--- config.mk ---
export PLATFORM = sky130hd
export DESIGN_NAME = secure_reg_file
export DESIGN_NICKNAME = d
export VERILOG_FILES = /design/src/rtl/rf_pkg.sv /design/src/rtl/rf_violation_mon.sv /design/src/rtl/secure_reg_file.sv
export SDC_FILE = /design/constraint.sdc
export NUM_CORES = 1
export LEC_CHECK = 0
export BUFFER_PORTS_ARGS = -buffer_cell sky130_fd_sc_hd__buf_4
export CORE_ASPECT_RATIO = 1.75
export CORE_UTILIZATION = 60
export CTS_CLUSTER_DIAMETER = 40
export CTS_CLUSTER_SIZE = 28
export DETAILED_ROUTE_END_ITERATION = 8
export PLACE_DENSITY = 0.82
export SKIP_CTS_REPAIR_TIMING = 1
export SLEW_MARGIN = 30
export SYNTH_ARGS = -nofsm -noshare
export SYNTH_HDL_FRONTEND = slang
export SYNTH_SLANG_ARGS = --single-unit
--- constraint.sdc ---
create_clock -name CLK -period 11.3 [get_ports CLK]
set_input_delay 2.26 -clock CLK [delete_from_list [all_inputs] [get_ports CLK]]
set_output_delay 2.26 -clock CLK [all_outputs]
set_load 0.02 [all_outputs]
--- src/rtl/rf_pkg.sv ---
// Shared types and default constants for the secure register file.
// The privileged bit index and default parameters live here so sub-blocks agree.
package rf_pkg;

    typedef enum logic [1:0] {
        NORMAL  = 2'd0,
        ALERT   = 2'd1,
        LOCKOUT = 2'd2
    } rf_state_t;

    localparam int PRIV_BIT      = 11;
    localparam int DEF_DATA_W    = 16;
    localparam int DEF_DEPTH     = 16;
    localparam int DEF_LOCK_BASE = 13;
    localparam int DEF_NRD       = 2;
    localparam int DEF_MAX_VIOL  = 3;

endpackage

--- src/rtl/rf_violation_mon.sv ---
// Violation counter and NORMAL/ALERT/LOCKOUT state machine.
// An unprivileged clear request is itself treated as a violation.
module rf_violation_mon
    import rf_pkg::*;
#(
    parameter int MAX_VIOL = DEF_MAX_VIOL,
    parameter int CW       = $clog2(MAX_VIOL + 1)
) (
    input  logic          clk,
    input  logic          rst,
    input  logic          viol,
    input  logic          clr_req,
    input  logic          priv,
    output logic [1:0]    state,
    output logic [CW-1:0] count,
    output logic          viol_pulse
);

    localparam logic [CW-1:0] MAX_CNT = CW'(MAX_VIOL);

    rf_state_t     state_q;
    rf_state_t     state_d;
    logic [CW-1:0] count_d;
    logic          clr;
    logic          viol_eff;

    assign clr = clr_req && priv;
    // Once locked out, nothing counts as a further violation.
    assign viol_eff = (viol || (clr_req && !priv)) && (state_q != LOCKOUT);

    always_ff @(posedge clk or posedge rst) begin
        if (rst) begin
            state_q    <= NORMAL;
            count      <= '0;
            viol_pulse <= 1'b0;
        end else begin
            state_q    <= state_d;
            count      <= count_d;
            viol_pulse <= viol_eff;
        end
    end

    always_comb begin
        state_d = state_q;
        count_d = count;
        if (clr) begin
            count_d = '0;
            state_d = NORMAL;
        end else begin
            if (viol_eff && (count < MAX_CNT)) begin
                count_d = count + CW'(1);
            end
            case (state_q)
                NORMAL: begin
                    if (count_d >= MAX_CNT) begin
                        state_d = LOCKOUT;
                    end else if (count_d != '0) begin
                        state_d = ALERT;
                    end
                end
                ALERT: begin
                    if (count_d >= MAX_CNT) begin
                        state_d = LOCKOUT;
                    end
                end
                default: state_d = state_q;
            endcase
        end
    end

    always_comb begin
        state = state_q;
    end

endmodule

--- src/rtl/secure_reg_file.sv ---
// Multi-port register file with a privileged upper address window and
// violation-driven lockout. Reads are registered with one cycle of latency.
module secure_reg_file
    import rf_pkg::*;
#(
    parameter int DATA_W    = DEF_DATA_W,
    parameter int DEPTH     = DEF_DEPTH,
    parameter int LOCK_BASE = DEF_LOCK_BASE,
    parameter int NRD       = DEF_NRD,
    parameter int MAX_VIOL  = DEF_MAX_VIOL
) (
    input  logic                               CLK,
    input  logic                               RST,
    input  logic [NRD*$clog2(DEPTH)-1:0]       RF_RADR,
    input  logic                               RF_RD_EN,
    output logic [NRD*DATA_W-1:0]              RF_RDATA,
    output logic                               RF_RVALID,
    input  logic                               RF_EN,
    input  logic [$clog2(DEPTH)-1:0]           RF_WA,
    input  logic [DATA_W-1:0]                  RF_WD,
    input  logic [11:0]                        U_ID,
    input  logic                               RF_CLR_LOCK,
    output logic [11:0]                        RF_UID_OUT,
    output logic                               RF_VIOL,
    output logic [$clog2(MAX_VIOL+1)-1:0]      RF_VIOL_CNT,
    output logic                               RF_LOCKOUT
);

    localparam int AW = $clog2(DEPTH);
    localparam logic [AW:0] LOCK_ADR = (AW + 1)'(LOCK_BASE);

    logic [DATA_W-1:0] regs [DEPTH];
    logic [AW-1:0]     radr [NRD];
    logic [NRD-1:0]    port_locked;
    logic              read_viol;
    logic              write_viol;
    logic              wr_locked;
    logic              wr_commit;
    logic              priv;
    logic              lockout;
    logic [1:0]        state;
    rf_state_t         state_now;
    logic              unused_uid;

    assign priv       = U_ID[PRIV_BIT];
    assign unused_uid = ^U_ID[PRIV_BIT-1:0];
    assign state_now  = rf_state_t'(state);
    assign lockout    = (state_now == LOCKOUT);
    assign RF_LOCKOUT = lockout;
    assign RF_UID_OUT = regs[1][11:0];

    assign wr_locked  = ({1'b0, RF_WA} >= LOCK_ADR);
    assign write_viol = RF_EN && wr_locked && !priv;
    // Address 0 is hardwired to zero, so its writes vanish silently.
    assign wr_commit  = RF_EN && (RF_WA != '0) && !lockout && (!wr_locked || priv);

    always_comb begin
        read_viol   = 1'b0;
        port_locked = '0;
        for (int p = 0; p < NRD; p++) begin
            radr[p]        = RF_RADR[p*AW +: AW];
            port_locked[p] = ({1'b0, radr[p]} >= LOCK_ADR);
            if (RF_RD_EN && port_locked[p] && !priv) begin
                read_viol = 1'b1;
            end
        end
    end

    always_ff @(posedge CLK or posedge RST) begin
        if (RST) begin
            for (int i = 0; i < DEPTH; i++) begin
                regs[i] <= '0;
            end
        end else if (wr_commit) begin
            regs[RF_WA] <= RF_WD;
        end
    end

    // Reads sample the pre-write contents, so same-address read/write returns old data.
    always_ff @(posedge CLK or posedge RST) begin
        if (RST) begin
            RF_RDATA  <= '0;
            RF_RVALID <= 1'b0;
        end else begin
            RF_RVALID <= RF_RD_EN;
            if (RF_RD_EN) begin
                for (int p = 0; p < NRD; p++) begin
                    RF_RDATA[p*DATA_W +: DATA_W] <=
                        (lockout || (port_locked[p] && !priv)) ? '0 : regs[radr[p]];
                end
            end
        end
    end

    rf_violation_mon #(
        .MAX_VIOL (MAX_VIOL)
    ) u_mon (
        .clk        (CLK),
        .rst        (RST),
        .viol       (write_viol || read_viol),
        .clr_req    (RF_CLR_LOCK),
        .priv       (priv),
        .state      (state),
        .count      (RF_VIOL_CNT),
        .viol_pulse (RF_VIOL)
    );

endmodule

==> metrics.yaml, run 1 <==
final_layout:
  antenna_cells: 0
  drive_above_1_share: 0.538
  seq_area_sq_um: 7360
  utilization: 0.681
  fill_cells: 1651
  multi_input_area_sq_um: 7150
  area_growth_pct: 10.9
  nets: 989
logic_synthesis:
  synth_area_sq_um: 15200
  syn-num-nets: 970
  ys_types: 36
  synth_top_cell_by_area: "dfrtp_1"
  yosys_warnings: 0
  synth-seq-cells: 294
  netlist_instances: 924
  syn_avg_cell_area_sq_um: 16.5
  synth.top_cells.by_area: "dfrtp_1 (48%), mux2_2 (18%), mux4_2 (17%)"
  synth.yosys.seq_area_share: 0.483
  synth_top_area_frac: 0.483
timing:
  hold_violations: 0
  setup-tns-final_ns: 0
  post-route-period-util: 0.385
  setup_violations: 0
  clock_skew_ns: 0.0184
  fin_crit_ns: 4.36
  whs_ns: 0.395
  tightest_slew_ns: 1.01
  rsz0062_at_grt: "no"
  relSlewSlack: 0.328
  final_max_slew_viol_count: 0
  fmax_mhz: 230
clocking:
  path_clk_slew_ns: 0.07
  numClockSinks: 294
  htree_levels: 1
  cts.path.max_buffers: 3
  insertion_delay_ns: 0.57
  tritoncts: "built"
  cts_buffers: 29
  cts_root_buf: "clkbuf_16"
die:
  fp.dieW_microns: 122
  die-area_sq_um: 26100
  row_count: 76
  fp.dieH_microns: 213
  io_pins: 94
  core_area_sq_um: 24800
  start_util: 0.614
placement:
  post-dp-hpwl_microns: 21000
  portBuffers: 82
  gp_congestion: 0.790
routing:
  wl_microns: 36000
  viasPerCell: 6.91
  drc: 0
  ant_nets: 0
  vias: 8825
  drt_iter0_markers: 708
  detail_route.wl_per_cell_microns: 28.2
  detail_route.first_pass.iterations: 5
pwr:
  p_per_area_nw_per_um2: 226
  peakVddDrop_mv: 0.155
  leakage_uw: 0.00751
critical_path:
  arrival_ns: 4.78
  max_stage_delay_ns: 0.74
  worstSetupEndpointType: "flop"
  critPathMaxFanout: 41
  critPathRequiredTime_ns: 11.73
  crit_top_cell: "buf_4"
  crit_path_cell_trace: "buf_4, buf_4, mux4_1, mux4_2, inv_1, o2bb2ai_1"
  worstSetupPathType: "in2reg"
  startpoint_type: "primary input"
  crit_path_top_delay_cell: "buf_4"
worst_hold_path:
  worstHoldPathType: "reg2reg"
grt:
  grt_max_degree: 170
  grt_first_pass_wirelength_microns: 56200
  grt_antenna_before_repair: 0
  first_global_vias: 9598
  grtUsageTotal: 0.296
  gr-total-overflow: 0
run:
  drv_cap: 0
status:
  outcome: "complete, no violations"
[metrics by stage]
step,cells,setup WS [ns],total power (uW),instance area [sq um]
3_3_place_gp,1221,6.34,2660,15800
4_1_cts,1276,6.93,3850,16900
3_5_place_dp,1222,6.34,2730,15800
6_report,1278,6.94,3830,16900
5_1_grt,1278,6.79,4000,16900
2_1_floorplan,924,0.921,2410,15200
[power breakdown]
part           internal, uW  switching [uW]  total [uW]  leakage, uW
Sequential             1400             260        1660      0.00371
Clock                   648             459        1110     0.000522
Combinational           653             405        1060      0.00327
[layout make-up]
cell class              instances  area share
flip-flops and latches        294       0.435
multi-input cells             484       0.423
repair buffers                 95      0.0451
clock buffers                  30      0.0431
well taps                     312      0.0231
clock inverters                24      0.0216
inverters                      39     0.00910
[cell families after synthesis]
kind of cell             after synthesis  share of synthesized area
AND/OR/NAND/NOR                       31                     0.0142
XOR/XNOR                               1                   0.000575
buffers and inverters                146                     0.0486
AO/OA/AOI/OAI                         49                     0.0269
multiplexers                         402                      0.426
flip-flops                           294                      0.483
adder cells (fa/ha/maj)                1                   0.000821
[cells in the final DEF (no fill, tap or decap), types with 2 or more instances in the layout]
| cell type | n |
|---|---|
| dfrtp_1 | 294 |
| mux2_2 | 240 |
| mux4_2 | 114 |
| buf_4 | 91 |
| mux4_1 | 46 |
| inv_1 | 37 |
| o2bb2ai_1 | 32 |
| clkbuf_16 | 29 |
| nand2_1 | 7 |
| nand2_2 | 7 |
| bufinv_16 | 7 |
| inv_6 | 5 |
| o211ai_1 | 4 |
| a21oi_1 | 4 |
| nand3_2 | 4 |
| inv_8 | 4 |
| clkinvlp_4 | 4 |
| and3_1 | 3 |
| clkinv_4 | 3 |
| o2111ai_1 | 2 |
| a211oi_1 | 2 |
| mux2i_1 | 2 |
| nor2b_1 | 2 |
| nor3b_4 | 2 |
| buf_16 | 2 |
[state kept, by name (all words and copies together) (netlist names)]
register          count
RF_RDATA             32
RF_RVALID             1
RF_UID_OUT           12
regs                244
u_mon.count           2
u_mon.state           2
u_mon.viol_pulse      1
[critical path, delay by kind of cell]
family                 cells  cell delay, ns
AOI/OAI and AO/OA          1            0.07
buffers and inverters      3            1.26
muxes                      2            1.14
[metal layers]
layer / up-vias / GRT usage / share of wire
li1: 3625 / - / -
met3: 93 / 0.0366 / 0.050
met5: - / 0 / 0
met1: 4818 / 0.381 / 0.38
met4: 0 / 0.133 / 0.042
met2: 289 / 0.503 / 0.53
[path summary, 6_finish.rpt]
check	end	cells after the start	start	slack, ns
max in group asynchronous	RF_UID_OUT[7]	4	RST	8.33
worst max register to register	regs[71]	5	u_mon.state[0]	8.94
worst min-delay path	regs[251]	0	regs[251]	0.40
worst max-delay path	RF_RDATA[6]	6	RF_RADR[0]	6.94
min in group asynchronous	RF_RDATA[30]	2	RST	1.69
worst min register to register	regs[251]	0	regs[251]	0.40
[synth_stat cells]
library cell and count:
dfrtp_1 294, mux2_2 240, mux4_2 114, mux4_1 46, clkbuf_1 45, inv_1 38
buf_2 33, o2bb2ai_1 32, buf_4 16, buf_6 12, nand2_1 8, nand2_2 6
a21oi_1 4, nand3_2 4, o211ai_1 4, and3_1 3, a211oi_1 2, mux2i_1 2
nor2b_1 2, nor3b_4 2, o2111ai_1 2, a2111o_1 1, a2111oi_0 1, a2111oi_2 1
clkbuf_2 1, clkinv_1 1, ha_1 1, nand2b_1 1, nand2b_2 1, nor2_1 1
nor3_1 1, nor3_2 1, o21a_1 1, o21ai_1 1, or2_2 1, xor2_1 1
(Power assumes the default switching activity.)
==> run 2: changes to the inputs <==
--- a/config.mk
+++ b/config.mk
@@ -7,11 +7,11 @@
 export LEC_CHECK = 0
 export BUFFER_PORTS_ARGS = -buffer_cell sky130_fd_sc_hd__buf_4
 export CORE_ASPECT_RATIO = 1.75
-export CORE_UTILIZATION = 60
+export CORE_UTILIZATION = 55
 export CTS_CLUSTER_DIAMETER = 40
 export CTS_CLUSTER_SIZE = 28
 export DETAILED_ROUTE_END_ITERATION = 8
-export PLACE_DENSITY = 0.82
+export PLACE_DENSITY = 0.79
 export SKIP_CTS_REPAIR_TIMING = 1
 export SLEW_MARGIN = 30
 export SYNTH_ARGS = -nofsm -noshare
==> constraint.sdc (replaced) <==
create_clock -name CLK -period 3.9 [get_ports CLK]
set_input_delay 0.78 -clock CLK [delete_from_list [all_inputs] [get_ports CLK]]
set_output_delay 0.78 -clock CLK [all_outputs]
set_load 0.02 [all_outputs]
==> metrics.yaml, run 2 (synthesis gave the netlist of run 1 again) <==
clocking:
  htree_levels: 1
  tritoncts: "built"
  numClockSinks: 294
  cts_buffers: 27
  path_clk_slew_ns: 0.07
  cts_root_buf: "clkbuf_16"
  cts.path.max_buffers: 3
  insertion_delay_ns: 0.56
critical_path:
  startpoint_type: "primary input"
  critPathTopFamily: "multiplexers"
  max_stage_delay_ns: 0.55
  reg2regPathDepth: 5
  worstSetupEndpointType: "flop"
  cp_num_buf_inv: 3
  worst-path-stages: 6
  crit_path_top_delay_cell: "mux4_2"
  worstSetupPathType: "in2reg"
  crit_path_cell_trace: "buf_4, buf_4, mux4_2, mux4_2, inv_1, o2bb2ai_1"
  arrival_ns: 2.80
  critPathRequiredTime_ns: 4.32
  critPathMaxFanout: 20
grt:
  grtUsageMet2: 0.455
  grt_max_degree: 102
  grt_util_met1: 0.340
  busiest_layer: "met2"
  globalRouteMet3Util: 0.0426
  first_global_vias: 9436
  grt_antenna_before_repair: 0
  grt_first_pass_wirelength_microns: 56200
  gr-total-overflow: 0
  grtUsageTotal: 0.269
pwr:
  leakage_uw: 0.00747
  combPwrFrac: 0.292
  p_sw_uw: 3180
  pwr-share-seq: 0.454
  p_int_uw: 7370
  power.total_uw: 10600
  p_per_area_nw_per_um2: 625
  swShare: 0.301
  clkPwrFrac: 0.254
  peakVddDrop_mv: 0.413
final_layout:
  final_cell_mix: "dfrtp_1 (294), mux2_2 (240), mux4_2 (114)"
  stdcell_area_sq_um: 16900
  fill_cells: 2020
  multi_input_area_sq_um: 7150
  seq_area_sq_um: 7360
  largest_reg_flops: 244
  final_common_cell: "dfrtp_1"
  utilization: 0.620
  drive_above_1_share: 0.541
  antenna_cells: 0
  area_growth_pct: 10.8
  nets: 1001
  top_register: "regs"
die:
  fp.dieH_microns: 222
  die-area_sq_um: 28400
  fp.dieW_microns: 128
  io_pins: 94
  core_area_sq_um: 27200
  row_count: 80
  start_util: 0.560
placement:
  portBuffers: 82
  gp_congestion: 0.758
  post-dp-hpwl_microns: 21900
  dp_worst_setup_slack_ns: 0.948
  post_dp_cell_area_sq_um: 16000
routing:
  vias: 8751
  detail_route.first_pass.iterations: 5
  wl_microns: 36100
  viasPerCell: 6.52
  ant_nets: 0
  drc: 0
  drt_iter0_markers: 591
  detail_route.wl_per_cell_microns: 26.9
status:
  outcome: "complete, no violations"
timing:
  fin_crit_ns: 2.38
  final_max_slew_viol_count: 0
  post-route-period-util: 0.610
  clock_skew_ns: 0.0245
  whs_ns: 0.364
  fmax_mhz: 420
  layout_setup_ws_ns: 1.52
  hold_violations: 0
  tightest_slew_ns: 0.956
  setup_violations: 0
  relSlewSlack: 0.360
  rsz0062_at_grt: "no"
run:
  drv_cap: 0
worst_hold_path:
  worstHoldPathType: "in2reg"
  hold_path_depth: 1
run 2: cell count changes in the layout (fill, tap and decap cells not counted):
cell,before,now
buf_12,1,5
buf_16,2,0
buf_2,1,0
buf_4,91,104
bufinv_16,7,1
clkbuf_16,29,27
clkbuf_8,0,1
clkinv_8,0,1
clkinvlp_4,4,5
inv_8,4,3
nand2_1,7,8
nand2_2,7,6
run 2: layout make-up:
type	count	share of cell area
clock inverter	19	0.0119
timing repair buffer	109	0.0521
tap	369	0.0273
multi-input combinational	484	0.423
sequential	294	0.436
inverter	39	0.00889
clock buffer	29	0.0410
run 2: per-stage QoR:
step | cells | TNS, ns
2_1_floorplan | 924 | -230.24
3_3_place_gp | 1295 | 0
3_5_place_dp | 1295 | 0
4_1_cts | 1343 | 0
5_1_grt | 1343 | 0
6_report | 1343 | 0
run 2: layer usage:
metal  share of wire  vias to the layer above
met2            0.53                      297
met3           0.053                       87
li1                -                     3649
met1            0.37                     4718
met4           0.041                        0
met5               0                        -
run 2: worst paths after layout:
kind / startpoint / to / slack (ns)
setup / recovery: RF_RADR[4] / RF_RDATA[21] / 1.52
hold / removal: RF_RD_EN / RF_RVALID / 0.36
setup reg to reg: u_mon.state[1] / regs[196] / 1.56
hold reg to reg: regs[241] / regs[241] / 0.39
max in group asynchronous: RST / regs[208] / 2.57
min in group asynchronous: RST / regs[251] / 0.37
run 2: power groups by stage:
stage	clock network (uW)	registers, uW	logic (uW)
4_1_cts	2740	4770	3110
3_3_place_gp	0	4720	3000
5_1_grt	2840	4920	3290
2_1_floorplan	0	4730	2250
3_5_place_dp	0	4820	3090
6_report	2680	4790	3080
